## src/rtl/id_stage_pkg.sv

```systemverilog
// id_stage_pkg
// Shared definitions for the RV32I decode stage: bus widths, op-class
// encoding handed to EX, the major opcodes recognised by decode, and the
// ID/EX register layout together with its bubble value.
package id_stage_pkg;

  localparam int DataBus    = 32;
  localparam int RegAddrBus = 5;

  // Op class as seen by EX; NOP doubles as the bubble/illegal class
  typedef enum logic [3:0] {
    OP_NOP    = 4'd0,
    OP_ALU    = 4'd1,
    OP_ALUI   = 4'd2,
    OP_LUI    = 4'd3,
    OP_AUIPC  = 4'd4,
    OP_JAL    = 4'd5,
    OP_JALR   = 4'd6,
    OP_BRANCH = 4'd7,
    OP_LOAD   = 4'd8,
    OP_STORE  = 4'd9
  } op_e;

  localparam logic [6:0] OPC_ALU    = 7'b0110011;
  localparam logic [6:0] OPC_ALUI   = 7'b0010011;
  localparam logic [6:0] OPC_LUI    = 7'b0110111;
  localparam logic [6:0] OPC_AUIPC  = 7'b0010111;
  localparam logic [6:0] OPC_JAL    = 7'b1101111;
  localparam logic [6:0] OPC_JALR   = 7'b1100111;
  localparam logic [6:0] OPC_BRANCH = 7'b1100011;
  localparam logic [6:0] OPC_LOAD   = 7'b0000011;
  localparam logic [6:0] OPC_STORE  = 7'b0100011;

  // Contents of the ID/EX pipeline register
  typedef struct packed {
    logic                  valid;
    op_e                   op;
    logic [2:0]            funct3;
    logic                  f7b5;
    logic [DataBus-1:0]    reg1;
    logic [DataBus-1:0]    reg2;
    logic [DataBus-1:0]    imm;
    logic [DataBus-1:0]    pc;
    logic [RegAddrBus-1:0] wd;
    logic                  wreg;
    logic                  illegal;
  } idex_t;

  // A bubble is an all-zero register: invalid, NOP, no write, not illegal
  localparam idex_t IDEX_BUBBLE = '{
    valid:   1'b0,
    op:      OP_NOP,
    funct3:  3'd0,
    f7b5:    1'b0,
    reg1:    '0,
    reg2:    '0,
    imm:     '0,
    pc:      '0,
    wd:      '0,
    wreg:    1'b0,
    illegal: 1'b0
  };

endpackage

```

## src/rtl/id_stage_if.sv

```systemverilog
// id_stage_if
// Bundle of every signal between the decode stage and its neighbours
// (IF, register file, EX/MEM forwarding, EX consumer).
// Modports:
//   slave  - the decode stage itself
//   master - the surrounding pipeline (IF, register file, EX, MEM)
interface id_stage_if;
  import id_stage_pkg::*;

  // IF side
  logic                  if_valid;
  logic [DataBus-1:0]    if_pc;
  logic [DataBus-1:0]    if_inst;
  logic                  id_stall;

  // Pipeline control from EX
  logic                  flush;
  logic                  ex_stall;

  // Register-file read ports
  logic                  re1;
  logic                  re2;
  logic [RegAddrBus-1:0] raddr1;
  logic [RegAddrBus-1:0] raddr2;
  logic [DataBus-1:0]    rdata1;
  logic [DataBus-1:0]    rdata2;

  // Forwarding sources
  logic                  fwd_ex_wreg;
  logic [RegAddrBus-1:0] fwd_ex_wd;
  logic [DataBus-1:0]    fwd_ex_wdata;
  logic                  fwd_ex_is_load;
  logic                  fwd_mem_wreg;
  logic [RegAddrBus-1:0] fwd_mem_wd;
  logic [DataBus-1:0]    fwd_mem_wdata;

  // ID/EX register
  logic                  idex_valid;
  logic [3:0]            idex_op;
  logic [2:0]            idex_funct3;
  logic                  idex_f7b5;
  logic [DataBus-1:0]    idex_reg1;
  logic [DataBus-1:0]    idex_reg2;
  logic [DataBus-1:0]    idex_imm;
  logic [DataBus-1:0]    idex_pc;
  logic [RegAddrBus-1:0] idex_wd;
  logic                  idex_wreg;
  logic                  idex_illegal;

  modport slave (
    input  if_valid, if_pc, if_inst, flush, ex_stall, rdata1, rdata2,
           fwd_ex_wreg, fwd_ex_wd, fwd_ex_wdata, fwd_ex_is_load,
           fwd_mem_wreg, fwd_mem_wd, fwd_mem_wdata,
    output id_stall, re1, re2, raddr1, raddr2,
           idex_valid, idex_op, idex_funct3, idex_f7b5, idex_reg1, idex_reg2,
           idex_imm, idex_pc, idex_wd, idex_wreg, idex_illegal
  );

  modport master (
    output if_valid, if_pc, if_inst, flush, ex_stall, rdata1, rdata2,
           fwd_ex_wreg, fwd_ex_wd, fwd_ex_wdata, fwd_ex_is_load,
           fwd_mem_wreg, fwd_mem_wd, fwd_mem_wdata,
    input  id_stall, re1, re2, raddr1, raddr2,
           idex_valid, idex_op, idex_funct3, idex_f7b5, idex_reg1, idex_reg2,
           idex_imm, idex_pc, idex_wd, idex_wreg, idex_illegal
  );

endinterface

```

## src/rtl/id_stage_imm_gen.sv

```systemverilog
// imm_gen
// Combinational RV32I immediate generator. Selects the I/S/B/U/J format
// from the opcode and returns the sign-extended immediate; opcodes with no
// immediate produce 0.
// Ports:
//   inst_i - 32-bit instruction word
//   imm_o  - 32-bit immediate
module imm_gen
  import id_stage_pkg::*;
(
  input  logic [DataBus-1:0] inst_i,
  output logic [DataBus-1:0] imm_o
);

  always_comb begin
    imm_o = '0;
    case (inst_i[6:0])
      OPC_ALUI, OPC_JALR, OPC_LOAD:
        imm_o = {{20{inst_i[31]}}, inst_i[31:20]};
      OPC_STORE:
        imm_o = {{20{inst_i[31]}}, inst_i[31:25], inst_i[11:7]};
      // Branch and jump offsets are halfword-aligned, so bit 0 is implicit
      OPC_BRANCH:
        imm_o = {{19{inst_i[31]}}, inst_i[31], inst_i[7], inst_i[30:25],
                 inst_i[11:8], 1'b0};
      OPC_LUI, OPC_AUIPC:
        imm_o = {inst_i[31:12], 12'd0};
      OPC_JAL:
        imm_o = {{11{inst_i[31]}}, inst_i[31], inst_i[19:12], inst_i[20],
                 inst_i[30:21], 1'b0};
      default:
        imm_o = '0;
    endcase
  end

endmodule

```

## src/rtl/id_stage.sv

```systemverilog
// id_stage
// RV32I decode stage. Decodes the instruction from IF, drives the register
// file read ports, resolves source operands with EX/MEM forwarding, detects
// load-use hazards and registers the decoded instruction into ID/EX.
// Ports:
//   clk - rising-edge clock
//   rst - asynchronous active-low reset (clears the ID/EX register)
//   bus - id_stage_if.slave: IF inputs, id_stall, register-file ports,
//         forwarding inputs, flush/ex_stall, and the idex_* outputs
module id_stage
  import id_stage_pkg::*;
(
  input  logic       clk,
  input  logic       rst,
  id_stage_if.slave  bus
);

  logic [DataBus-1:0]    inst;
  logic [RegAddrBus-1:0] rs1;
  logic [RegAddrBus-1:0] rs2;
  logic [RegAddrBus-1:0] rd;
  logic [DataBus-1:0]    imm;

  op_e  decOp;
  logic decLegal;
  logic useRs1;
  logic useRs2;
  logic writesRd;

  logic               readEn1;
  logic               readEn2;
  logic [DataBus-1:0] operand1;
  logic [DataBus-1:0] operand2;
  logic               loadUse;

  idex_t decoded;
  idex_t idex_d;
  idex_t idex_q;

  assign inst = bus.if_inst;
  assign rs1  = inst[19:15];
  assign rs2  = inst[24:20];
  assign rd   = inst[11:7];

  imm_gen u_imm_gen (
    .inst_i (inst),
    .imm_o  (imm)
  );

  // Opcode to op class plus which register fields the class actually uses
  always_comb begin
    decOp    = OP_NOP;
    decLegal = 1'b1;
    useRs1   = 1'b0;
    useRs2   = 1'b0;
    writesRd = 1'b0;
    case (inst[6:0])
      OPC_ALU:    begin decOp = OP_ALU;    useRs1 = 1'b1; useRs2 = 1'b1; writesRd = 1'b1; end
      OPC_ALUI:   begin decOp = OP_ALUI;   useRs1 = 1'b1; writesRd = 1'b1; end
      OPC_LUI:    begin decOp = OP_LUI;    writesRd = 1'b1; end
      OPC_AUIPC:  begin decOp = OP_AUIPC;  writesRd = 1'b1; end
      OPC_JAL:    begin decOp = OP_JAL;    writesRd = 1'b1; end
      OPC_JALR:   begin decOp = OP_JALR;   useRs1 = 1'b1; writesRd = 1'b1; end
      OPC_BRANCH: begin decOp = OP_BRANCH; useRs1 = 1'b1; useRs2 = 1'b1; end
      OPC_LOAD:   begin decOp = OP_LOAD;   useRs1 = 1'b1; writesRd = 1'b1; end
      OPC_STORE:  begin decOp = OP_STORE;  useRs1 = 1'b1; useRs2 = 1'b1; end
      default:    decLegal = 1'b0;
    endcase
  end

  assign readEn1 = bus.if_valid & useRs1;
  assign readEn2 = bus.if_valid & useRs2;

  assign bus.re1    = readEn1;
  assign bus.re2    = readEn2;
  assign bus.raddr1 = rs1;
  assign bus.raddr2 = rs2;

  // EX is newer than MEM, so it takes precedence; x0 never forwards because
  // the register file already returns zero for it
  function automatic logic [DataBus-1:0] resolveOperand(
    input logic                  en,
    input logic [RegAddrBus-1:0] addr,
    input logic [DataBus-1:0]    rdata,
    input logic                  exWreg,
    input logic [RegAddrBus-1:0] exWd,
    input logic [DataBus-1:0]    exData,
    input logic                  memWreg,
    input logic [RegAddrBus-1:0] memWd,
    input logic [DataBus-1:0]    memData
  );
    if (!en || addr == '0)
      return '0;
    else if (exWreg && exWd == addr)
      return exData;
    else if (memWreg && memWd == addr)
      return memData;
    else
      return rdata;
  endfunction

  always_comb begin
    operand1 = resolveOperand(readEn1, rs1, bus.rdata1,
                              bus.fwd_ex_wreg, bus.fwd_ex_wd, bus.fwd_ex_wdata,
                              bus.fwd_mem_wreg, bus.fwd_mem_wd, bus.fwd_mem_wdata);
    operand2 = resolveOperand(readEn2, rs2, bus.rdata2,
                              bus.fwd_ex_wreg, bus.fwd_ex_wd, bus.fwd_ex_wdata,
                              bus.fwd_mem_wreg, bus.fwd_mem_wd, bus.fwd_mem_wdata);
  end

  // A load in EX has no data yet; the consumer waits one cycle and then
  // picks the value up from the MEM forward
  assign loadUse = bus.fwd_ex_is_load && bus.fwd_ex_wreg && (bus.fwd_ex_wd != '0) &&
                   ((readEn1 && bus.fwd_ex_wd == rs1) || (readEn2 && bus.fwd_ex_wd == rs2));

  // A flush discards the ID instruction, so IF must be free to redirect
  assign bus.id_stall = bus.if_valid && !bus.flush && (bus.ex_stall || loadUse);

  always_comb begin
    decoded         = IDEX_BUBBLE;
    decoded.valid   = 1'b1;
    decoded.op      = decOp;
    decoded.funct3  = inst[14:12];
    decoded.f7b5    = inst[30];
    decoded.reg1    = operand1;
    decoded.reg2    = operand2;
    decoded.imm     = imm;
    decoded.pc      = bus.if_pc;
    decoded.wd      = rd;
    decoded.wreg    = writesRd && (rd != '0);
    decoded.illegal = !decLegal;
  end

  // Flush beats a downstream hold, which beats hazard/empty bubbles
  always_comb begin
    idex_d = idex_q;
    if (bus.flush)
      idex_d = IDEX_BUBBLE;
    else if (bus.ex_stall)
      idex_d = idex_q;
    else if (loadUse || !bus.if_valid)
      idex_d = IDEX_BUBBLE;
    else
      idex_d = decoded;
  end

  always_ff @(posedge clk or negedge rst) begin
    if (!rst)
      idex_q <= IDEX_BUBBLE;
    else
      idex_q <= idex_d;
  end

  assign bus.idex_valid   = idex_q.valid;
  assign bus.idex_op      = idex_q.op;
  assign bus.idex_funct3  = idex_q.funct3;
  assign bus.idex_f7b5    = idex_q.f7b5;
  assign bus.idex_reg1    = idex_q.reg1;
  assign bus.idex_reg2    = idex_q.reg2;
  assign bus.idex_imm     = idex_q.imm;
  assign bus.idex_pc      = idex_q.pc;
  assign bus.idex_wd      = idex_q.wd;
  assign bus.idex_wreg    = idex_q.wreg;
  assign bus.idex_illegal = idex_q.illegal;

endmodule

```

## src/flat_wrapper.sv

```systemverilog
// flat-port wrapper written by rule: the top's interface ports become plain ports
module id_stage_flat import id_stage_pkg::*;
  (clk, rst, bus_if_valid, bus_if_pc, bus_if_inst, bus_flush, bus_ex_stall, bus_rdata1, bus_rdata2, bus_fwd_ex_wreg, bus_fwd_ex_wd, bus_fwd_ex_wdata, bus_fwd_ex_is_load, bus_fwd_mem_wreg, bus_fwd_mem_wd, bus_fwd_mem_wdata, bus_id_stall, bus_re1, bus_re2, bus_raddr1, bus_raddr2, bus_idex_valid, bus_idex_op, bus_idex_funct3, bus_idex_f7b5, bus_idex_reg1, bus_idex_reg2, bus_idex_imm, bus_idex_pc, bus_idex_wd, bus_idex_wreg, bus_idex_illegal);
  id_stage_if bus_i ();
  input  logic clk;
  input  logic rst;
  input wire logic [$bits(bus_i.if_valid)-1:0] bus_if_valid;
  input wire logic [$bits(bus_i.if_pc)-1:0] bus_if_pc;
  input wire logic [$bits(bus_i.if_inst)-1:0] bus_if_inst;
  input wire logic [$bits(bus_i.flush)-1:0] bus_flush;
  input wire logic [$bits(bus_i.ex_stall)-1:0] bus_ex_stall;
  input wire logic [$bits(bus_i.rdata1)-1:0] bus_rdata1;
  input wire logic [$bits(bus_i.rdata2)-1:0] bus_rdata2;
  input wire logic [$bits(bus_i.fwd_ex_wreg)-1:0] bus_fwd_ex_wreg;
  input wire logic [$bits(bus_i.fwd_ex_wd)-1:0] bus_fwd_ex_wd;
  input wire logic [$bits(bus_i.fwd_ex_wdata)-1:0] bus_fwd_ex_wdata;
  input wire logic [$bits(bus_i.fwd_ex_is_load)-1:0] bus_fwd_ex_is_load;
  input wire logic [$bits(bus_i.fwd_mem_wreg)-1:0] bus_fwd_mem_wreg;
  input wire logic [$bits(bus_i.fwd_mem_wd)-1:0] bus_fwd_mem_wd;
  input wire logic [$bits(bus_i.fwd_mem_wdata)-1:0] bus_fwd_mem_wdata;
  output wire logic [$bits(bus_i.id_stall)-1:0] bus_id_stall;
  output wire logic [$bits(bus_i.re1)-1:0] bus_re1;
  output wire logic [$bits(bus_i.re2)-1:0] bus_re2;
  output wire logic [$bits(bus_i.raddr1)-1:0] bus_raddr1;
  output wire logic [$bits(bus_i.raddr2)-1:0] bus_raddr2;
  output wire logic [$bits(bus_i.idex_valid)-1:0] bus_idex_valid;
  output wire logic [$bits(bus_i.idex_op)-1:0] bus_idex_op;
  output wire logic [$bits(bus_i.idex_funct3)-1:0] bus_idex_funct3;
  output wire logic [$bits(bus_i.idex_f7b5)-1:0] bus_idex_f7b5;
  output wire logic [$bits(bus_i.idex_reg1)-1:0] bus_idex_reg1;
  output wire logic [$bits(bus_i.idex_reg2)-1:0] bus_idex_reg2;
  output wire logic [$bits(bus_i.idex_imm)-1:0] bus_idex_imm;
  output wire logic [$bits(bus_i.idex_pc)-1:0] bus_idex_pc;
  output wire logic [$bits(bus_i.idex_wd)-1:0] bus_idex_wd;
  output wire logic [$bits(bus_i.idex_wreg)-1:0] bus_idex_wreg;
  output wire logic [$bits(bus_i.idex_illegal)-1:0] bus_idex_illegal;
  assign bus_i.if_valid = bus_if_valid;
  assign bus_i.if_pc = bus_if_pc;
  assign bus_i.if_inst = bus_if_inst;
  assign bus_i.flush = bus_flush;
  assign bus_i.ex_stall = bus_ex_stall;
  assign bus_i.rdata1 = bus_rdata1;
  assign bus_i.rdata2 = bus_rdata2;
  assign bus_i.fwd_ex_wreg = bus_fwd_ex_wreg;
  assign bus_i.fwd_ex_wd = bus_fwd_ex_wd;
  assign bus_i.fwd_ex_wdata = bus_fwd_ex_wdata;
  assign bus_i.fwd_ex_is_load = bus_fwd_ex_is_load;
  assign bus_i.fwd_mem_wreg = bus_fwd_mem_wreg;
  assign bus_i.fwd_mem_wd = bus_fwd_mem_wd;
  assign bus_i.fwd_mem_wdata = bus_fwd_mem_wdata;
  assign bus_id_stall = bus_i.id_stall;
  assign bus_re1 = bus_i.re1;
  assign bus_re2 = bus_i.re2;
  assign bus_raddr1 = bus_i.raddr1;
  assign bus_raddr2 = bus_i.raddr2;
  assign bus_idex_valid = bus_i.idex_valid;
  assign bus_idex_op = bus_i.idex_op;
  assign bus_idex_funct3 = bus_i.idex_funct3;
  assign bus_idex_f7b5 = bus_i.idex_f7b5;
  assign bus_idex_reg1 = bus_i.idex_reg1;
  assign bus_idex_reg2 = bus_i.idex_reg2;
  assign bus_idex_imm = bus_i.idex_imm;
  assign bus_idex_pc = bus_i.idex_pc;
  assign bus_idex_wd = bus_i.idex_wd;
  assign bus_idex_wreg = bus_i.idex_wreg;
  assign bus_idex_illegal = bus_i.idex_illegal;
  id_stage u_core (.clk(clk), .rst(rst), .bus(bus_i));
endmodule
```

## config.mk

```make
export PLATFORM = sky130hd
export DESIGN_NAME = id_stage_flat
export DESIGN_NICKNAME = d
export VERILOG_FILES = /design/src/rtl/id_stage_pkg.sv /design/src/rtl/id_stage_if.sv /design/src/rtl/id_stage_imm_gen.sv /design/src/rtl/id_stage.sv /design/src/flat_wrapper.sv
export SDC_FILE = /design/constraint.sdc
export NUM_CORES = 1
export LEC_CHECK = 0
export BUFFER_PORTS_ARGS = -buffer_cell sky130_fd_sc_hd__buf_2
export CELL_PAD_IN_SITES_DETAIL_PLACEMENT = 2
export CELL_PAD_IN_SITES_GLOBAL_PLACEMENT = 2
export CORE_MARGIN = 5
export CORE_UTILIZATION = 27
export DETAILED_ROUTE_END_ITERATION = 10
export PLACE_DENSITY = 0.81
export SYNTH_ARGS = -nofsm -noshare
export SYNTH_HDL_FRONTEND = slang
export SYNTH_SLANG_ARGS = --single-unit
```

## constraint.sdc

```tcl
create_clock -name clk -period 1.2 [get_ports clk]
set_input_delay 0 -clock clk [delete_from_list [all_inputs] [get_ports clk]]
set_output_delay 0 -clock clk [all_outputs]
set_load 0.01 [all_outputs]
```

**After elaboration in Yosys (flattened, before gate mapping)**

Cells that the tools add are included.

- Output and inout bits: 157
- Memories: 0
- Bits in writable memories: 0
- Bits in registers: 144
- Input port bits: 210
- ROM bits: 0
- Latch bits: 0

- Shift-type cells: 0
- Multiply operators: 0
- Add/subtract/negate cells: 0
- Multiplexer cells: 15
- Order comparisons: 0
- Eq/ne operators: 14
- Reductions and logical operators: 32
- Bitwise gates (word level): 2
- Divide/modulo/power cells: 0

Operators with widths:

| cell | number |
|---|---|
| two-way mux 144 bit | 3 |
| two-way mux 32 bit | 6 |
| case mux 32 bit (5 select lines) | 1 |
| case mux 4 bit (9 select lines) | 1 |
| == test 7 x 6 -> 1 bit (second input constant) | 3 |
| == test 7 bit (second input constant) | 3 |
| == test 5 bit | 4 |
| == test 7 x 5 -> 1 bit (second input constant) | 2 |
| logical AND 1 bit | 12 |
| zero test 5 bit | 2 |
| nonzero test 5 bit | 2 |
| OR reduction 9 bit | 1 |
| == test 7 x 2 -> 1 bit (second input constant) | 1 |
| OR reduction 7 bit | 1 |
| OR reduction 3 bit | 2 |
| OR reduction 6 bit | 1 |
| zero test 1 bit | 5 |
| logical OR 1 bit | 5 |
| two-way mux 1 bit | 4 |
| AND 1 bit | 2 |
| inequality test 2 bit (second input constant) | 1 |
| OR reduction 2 bit | 1 |

**Longest topological paths before layout**

- Word-level depth: 11
- Gate-level depth with buffers: 8
- Depth with buffers taken out: 5

**Hierarchy**

Synthesis repeated with hierarchy kept, for this count alone.

- Cell total of the unflattened synthesis: 821
- Area, all modules: 8097.8 µm²

By module, submodules not included:

| module | cells an instance | area each (µm²) | instances |
|---|---|---|---|
| id_stage | 748 | 7516.0 | 1 |
| imm_gen | 73 | 581.8 | 1 |

**Worst setup path before layout**

No wires, ideal clock.

- Kind: in2reg
- Start: input port bus_if_inst[2]
- End: register u_core.idex_q, in the netlist u_core.bus.idex_imm[10]
- Stages: 8
- Buffers on the path: 3
- Data required time: 1078 ps
- Arrival time: 1647 ps
- Setup slack: -569 ps
- Path through: clkbuf_1 > or2_4 > a2111oi_4 > nand4_2 > and3_1 > buf_6 > buf_6 > a32o_1

- Word-level cells in the longest chain between the ends: 11

Ends and longest elaborated chain:

| element | RTL line | source |
|---|---|---|
| start, declared | flat_wrapper.sv:9 | `input wire logic [$bits(bus_i.if_inst)-1:0] bus_if_inst;` |
| == test 7 bit / == test 7 x 6 -> 1 bit (equally long branches) | id_stage.sv:57 | `case (inst[6:0])` |
| OR reduction 3 bit (no source line) (*) | - |  |
| two-way mux 1 bit (*) | id_stage.sv:57 |  |
| AND 1 bit (*) | id_stage.sv:72 | `assign readEn2 = bus.if_valid & useRs2;` |
| net bus_re2 | flat_wrapper.sv:23 | `output wire logic [$bits(bus_i.re2)-1:0] bus_re2;` |
| logical AND 1 bit (*) | id_stage.sv:114 | `((readEn1 && bus.fwd_ex_wd == rs1) \|\| (readEn2 && bus.fwd_ex_wd == rs2));` |
| logical OR 1 bit (*) | id_stage.sv:114 |  |
| logical AND 1 bit (*) | id_stage.sv:113 | `assign loadUse = bus.fwd_ex_is_load && bus.fwd_ex_wreg && (bus.fwd_ex_wd != '0) &&` |
| logical OR 1 bit (*) | id_stage.sv:141 | `else if (loadUse \|\| !bus.if_valid)` |
| two-way mux 144 bit (*) | id_stage.sv:141 |  |
| two-way mux 144 bit (*) | id_stage.sv:139 | `else if (bus.ex_stall)` |
| two-way mux 144 bit (*) | id_stage.sv:137 | `if (bus.flush)` |
| end signal, assigned | id_stage.sv:151 | `idex_q <= idex_d;` |
| end, declared | id_stage.sv:38 | `idex_t idex_q;` |

Mark *: on every way through the listed nets, which the timed path passes. The rest lies on a longest branch. The select of a mux whose other input is x is not followed.
A chain may end at the register's enable or synchronous reset.

**Worst setup path in the final report**

- Start: input port bus_fwd_ex_wd[4]
- End: register u_core.idex_q, in the netlist u_core.bus.idex_reg1[20]

- Word-level cells in the longest chain between the ends: 8

Ends and longest elaborated chain:

| element | RTL line | source |
|---|---|---|
| start, declared | flat_wrapper.sv:15 | `input wire logic [$bits(bus_i.fwd_ex_wd)-1:0] bus_fwd_ex_wd;` |
| == test 5 bit (on tied branches) | id_stage.sv:94, id_stage.sv:114 |  |
| logical AND 1 bit | id_stage.sv:114 |  |
| logical OR 1 bit | id_stage.sv:114 |  |
| logical AND 1 bit | id_stage.sv:113 |  |
| logical OR 1 bit | id_stage.sv:141 |  |
| two-way mux 144 bit (*) | id_stage.sv:141 |  |
| two-way mux 144 bit (*) | id_stage.sv:139 |  |
| two-way mux 144 bit (*) | id_stage.sv:137 |  |

Every way passes the cells marked *; elsewhere a longest branch is shown, timed or not. The select of a mux whose other input is x is not followed.

==> run metrics <==
run status finished with violations; first-pass GRT wire length 82.3 mm; initial antenna violation count 9; fin crit share 128%; xor/xnor share of the synthesized area 2.30%; # IOs 367; CTS H-tree lvls 4; Slew HR 42.0%; WP data arrival 1.85 ns; largest family of logic cells by synthesized area compound AO/OA/AOI/OAI gates; reg-to-reg slack, setup 0.35 ns; RR Endpoint u_core.bus.idex_imm[26]; Cell Area, Synth 7990 sq um; Worst Tran Pin Value 0.858 ns; Worst Setup Path Type in -> reg; mux contribution to synthesized area 0.125%; post-detailed-route count of antenna-violating nets 0; peak supply drop 987 uV; Max Clock Freq 649 MHz; most used cell, CP buf_12; pwr/cell area 887 nW/um^2; DRC 0; post-synthesis cell count 870; CTS sink count 144; flops & latches, synth 144; yosys warns 0; fillcell total 2925; vias in the first global route 11847; DP HPWL 31.8 mm; sequential fraction of the synthesis area 45.1%; syn nets 1080; Final Instance Area 15200 sq um; Core Area 29400 sq um; final hold viol count 0; final setup margin -0.341 ns; Final Critical Period 1.54 ns; Max stage delay on crit path 0.55 ns; largest net degree at the start of global routing 65; worst r2r src u_core.bus.idex_imm[26]; Worst Hold Class in -> reg; router iterations before antenna repair 5; RePlAce Congestion 0.856; Final Setup Violations 145; share of layout cells above drive strength 1 52.7%; DRT iter0 DRCs 754; failing checks negative setup slack; clk_lat worst skew 0.43 ns; Max Cap Viol 0; port buffer count 366; Cell Area, Placed 11200 sq um; pre-CTS setup slack -0.688 ns; die width 182 um; Crit Path Max Fanout 6; Avg Vias per Cell 5.74; CTS clk-pin slew, worst paths 0.08 ns; area fraction in compound gates after synthesis 27.6%; Post-Synth Simple-Gate Area 19.1%; initial core utilization 27.2%; CTS Root Cell clkbuf_16; worst reg-to-reg path cell count 2; CTS tree built; final net count 1641; clock buffer depth 2; die height 182 um; Area Overhead vs Synth 89.8%; dominant synthesized flop cell dfrtp_1; routed wire length 61.6 mm; RSZ-0062 raised after global routing yes; WHS Path Cells 3; via count 10570; global-route usage over all layers 33.0%; Setup crit start kind input pin; Num CTS Buffers 17; hold_ws 0.00751 ns; Wirelength per Cell 33.5 um; Critical Path RT 1.51 ns; Final Skew 0 ns; die area 33100 sq um; critical path's slowest cell or4_4; Async S/R FF share, synth 100%; Synth Area in Adders 0%; Hold Crit Endpoint u_core.bus.idex_reg1[13]; Worst setup EP type register; Cell Rows 63; EDFF count, synth 0; post-synth cell types 55; total grt overflow 0; hold path startpoint bus_rdata1[13]; post-layout util 51.6%; mean post-synth cell area 9.19 sq um; worst path cell trace buf_6, or4_4, o211ai_1, buf_4, a21oi_4, buf_12, buf_12, o41ai_4; LEAKAGE 7.22 nW; max-slew violations 0; Tot Pwr 13.5 mW
-- critical path, delay by kind of cell --
kind	cells	cell delay [ns]
buf+inv	4	0.58
compound gates	3	0.71
simple gates	1	0.55
-- cells in the mapped netlist, types with 5 or more instances --
cell type	instances	area (sq um)
a211oi_1	34	255
a21boi_0	32	240
a21oi_1	23	115
a22o_1	46	403
a32o_1	10	100
and3_1	35	219
buf_2	15	75.1
buf_4	10	75.1
clkbuf_1	69	259
dfrtp_1	144	3600
nand2_1	96	360
nand3_1	35	175
nand3b_1	33	248
nor2_1	76	285
nor3_1	5	25.0
o21ai_0	33	165
o21ai_1	7	35.0
o31ai_1	56	420
o41ai_1	32	280
xnor2_1	6	52.6
xor2_1	15	131
-- power breakdown --
| group | total (mW) | internal [mW] | leakage (nW) | switching, mW |
|---|---|---|---|---|
| clock | 5.57 | 2.78 | 0.266 | 2.79 |
| sequential | 4.96 | 4.91 | 2.00 | 0.0534 |
| combinational | 2.93 | 1.28 | 4.96 | 1.64 |
| total | 13.5 | 8.98 | 7.22 | 4.49 |
-- layout make-up --
cell class	instances	area [sq um]	share of cell area (%)
multi-input combinational	624	5450	35.9
sequential	144	3600	23.8
clock inverter	14	126	0.833
tap	390	488	3.22
inverter	3	11.3	0.0742
timing repair buffer	641	5040	33.2
clock buffer	18	439	2.90
antenna	6	15.0	0.0990
-- how the worst max path moves through the flow --
stage                           from                  endpoint  slack (ns)  cells after the start
finish              bus_fwd_ex_wd[4]  u_core.bus.idex_reg1[20]       -0.34                      8
global route        bus_fwd_ex_wd[4]  u_core.bus.idex_reg1[20]       -0.35                      8
CTS                 bus_fwd_ex_wd[4]              bus_id_stall       -0.20                      7
floorplan             bus_if_inst[3]   u_core.bus.idex_imm[10]       -0.46                      8
detailed placement  bus_fwd_ex_wd[1]  u_core.bus.idex_reg2[24]       -0.69                      8
global placement    bus_fwd_ex_wd[1]   u_core.bus.idex_reg2[3]       -0.54                      8
-- per-stage QoR --
step,cells,setup TNS [ns]
2_1_floorplan,870,-52.16
4_1_cts,1806,-15.35
6_report,1840,-32.71
5_1_grt,1837,-35.41
3_5_place_dp,1646,-78.46
3_3_place_gp,1646,-69.31
-- state kept, by name (all words and copies together), names as in the netlist --
signal                   flops
u_core.bus.idex_imm         32
u_core.bus.idex_pc          32
u_core.bus.idex_reg1        32
u_core.bus.idex_reg2        32
u_core.bus.idex_wd           5
u_core.bus.idex_op           4
u_core.bus.idex_funct3       3
u_core.bus.idex_f7b5         1
u_core.bus.idex_illegal      1
u_core.bus.idex_valid        1
u_core.bus.idex_wreg         1
-- cells by family after synthesis --
kind of cell | after synthesis
AND/OR/NAND/NOR | 308
AO/OA/AOI/OAI | 294
flip-flops | 144
buffers and inverters | 102
XOR/XNOR | 21
multiplexers | 1
-- repair_timing --
item                       4_1_cts  5_1_grt
hold endpoints to repair       253        1
resized for setup              194      106
setup endpoints to repair      144      145
setup buffers                   18       33
hold buffers                    94        1
pin swaps                       48       53
cloned                          16        2
-- placed cells by master, fill, tap and decap left out, types with 6 or more instances in the layout --
master	netlist	routed
a211oi_2	0	19
a211oi_4	0	11
a21boi_0	32	32
a21oi_1	23	9
a21oi_2	0	9
a21oi_4	1	6
a22o_1	46	44
a32o_1	10	9
and3_1	35	32
buf_12	0	34
buf_16	0	11
buf_2	15	355
buf_4	10	98
buf_6	3	41
clkbuf_16	0	20
dfrtp_1	144	144
diode_2	0	6
dlygate4sd3_1	0	95
nand2_1	96	94
nand3_1	35	33
nand3b_1	33	33
nor2_1	76	66
nor2_2	0	6
o21ai_2	1	31
o31ai_1	56	30
o31ai_4	0	24
o41ai_2	0	14
o41ai_4	0	18
xor2_1	15	9
xor2_2	0	6
-- layer usage --
metal	routed length, um	part of all wire [%]	global-route usage (%)	up-vias
met3	3760	6.1	8.07	215
met2	32100	52	58.9	611
li1	-	-	-	4351
met1	22200	36	36.1	5387
met4	3500	5.7	17.6	6
met5	30	0.049	0	-
Note: power is estimated with default switching activity, not from simulation.
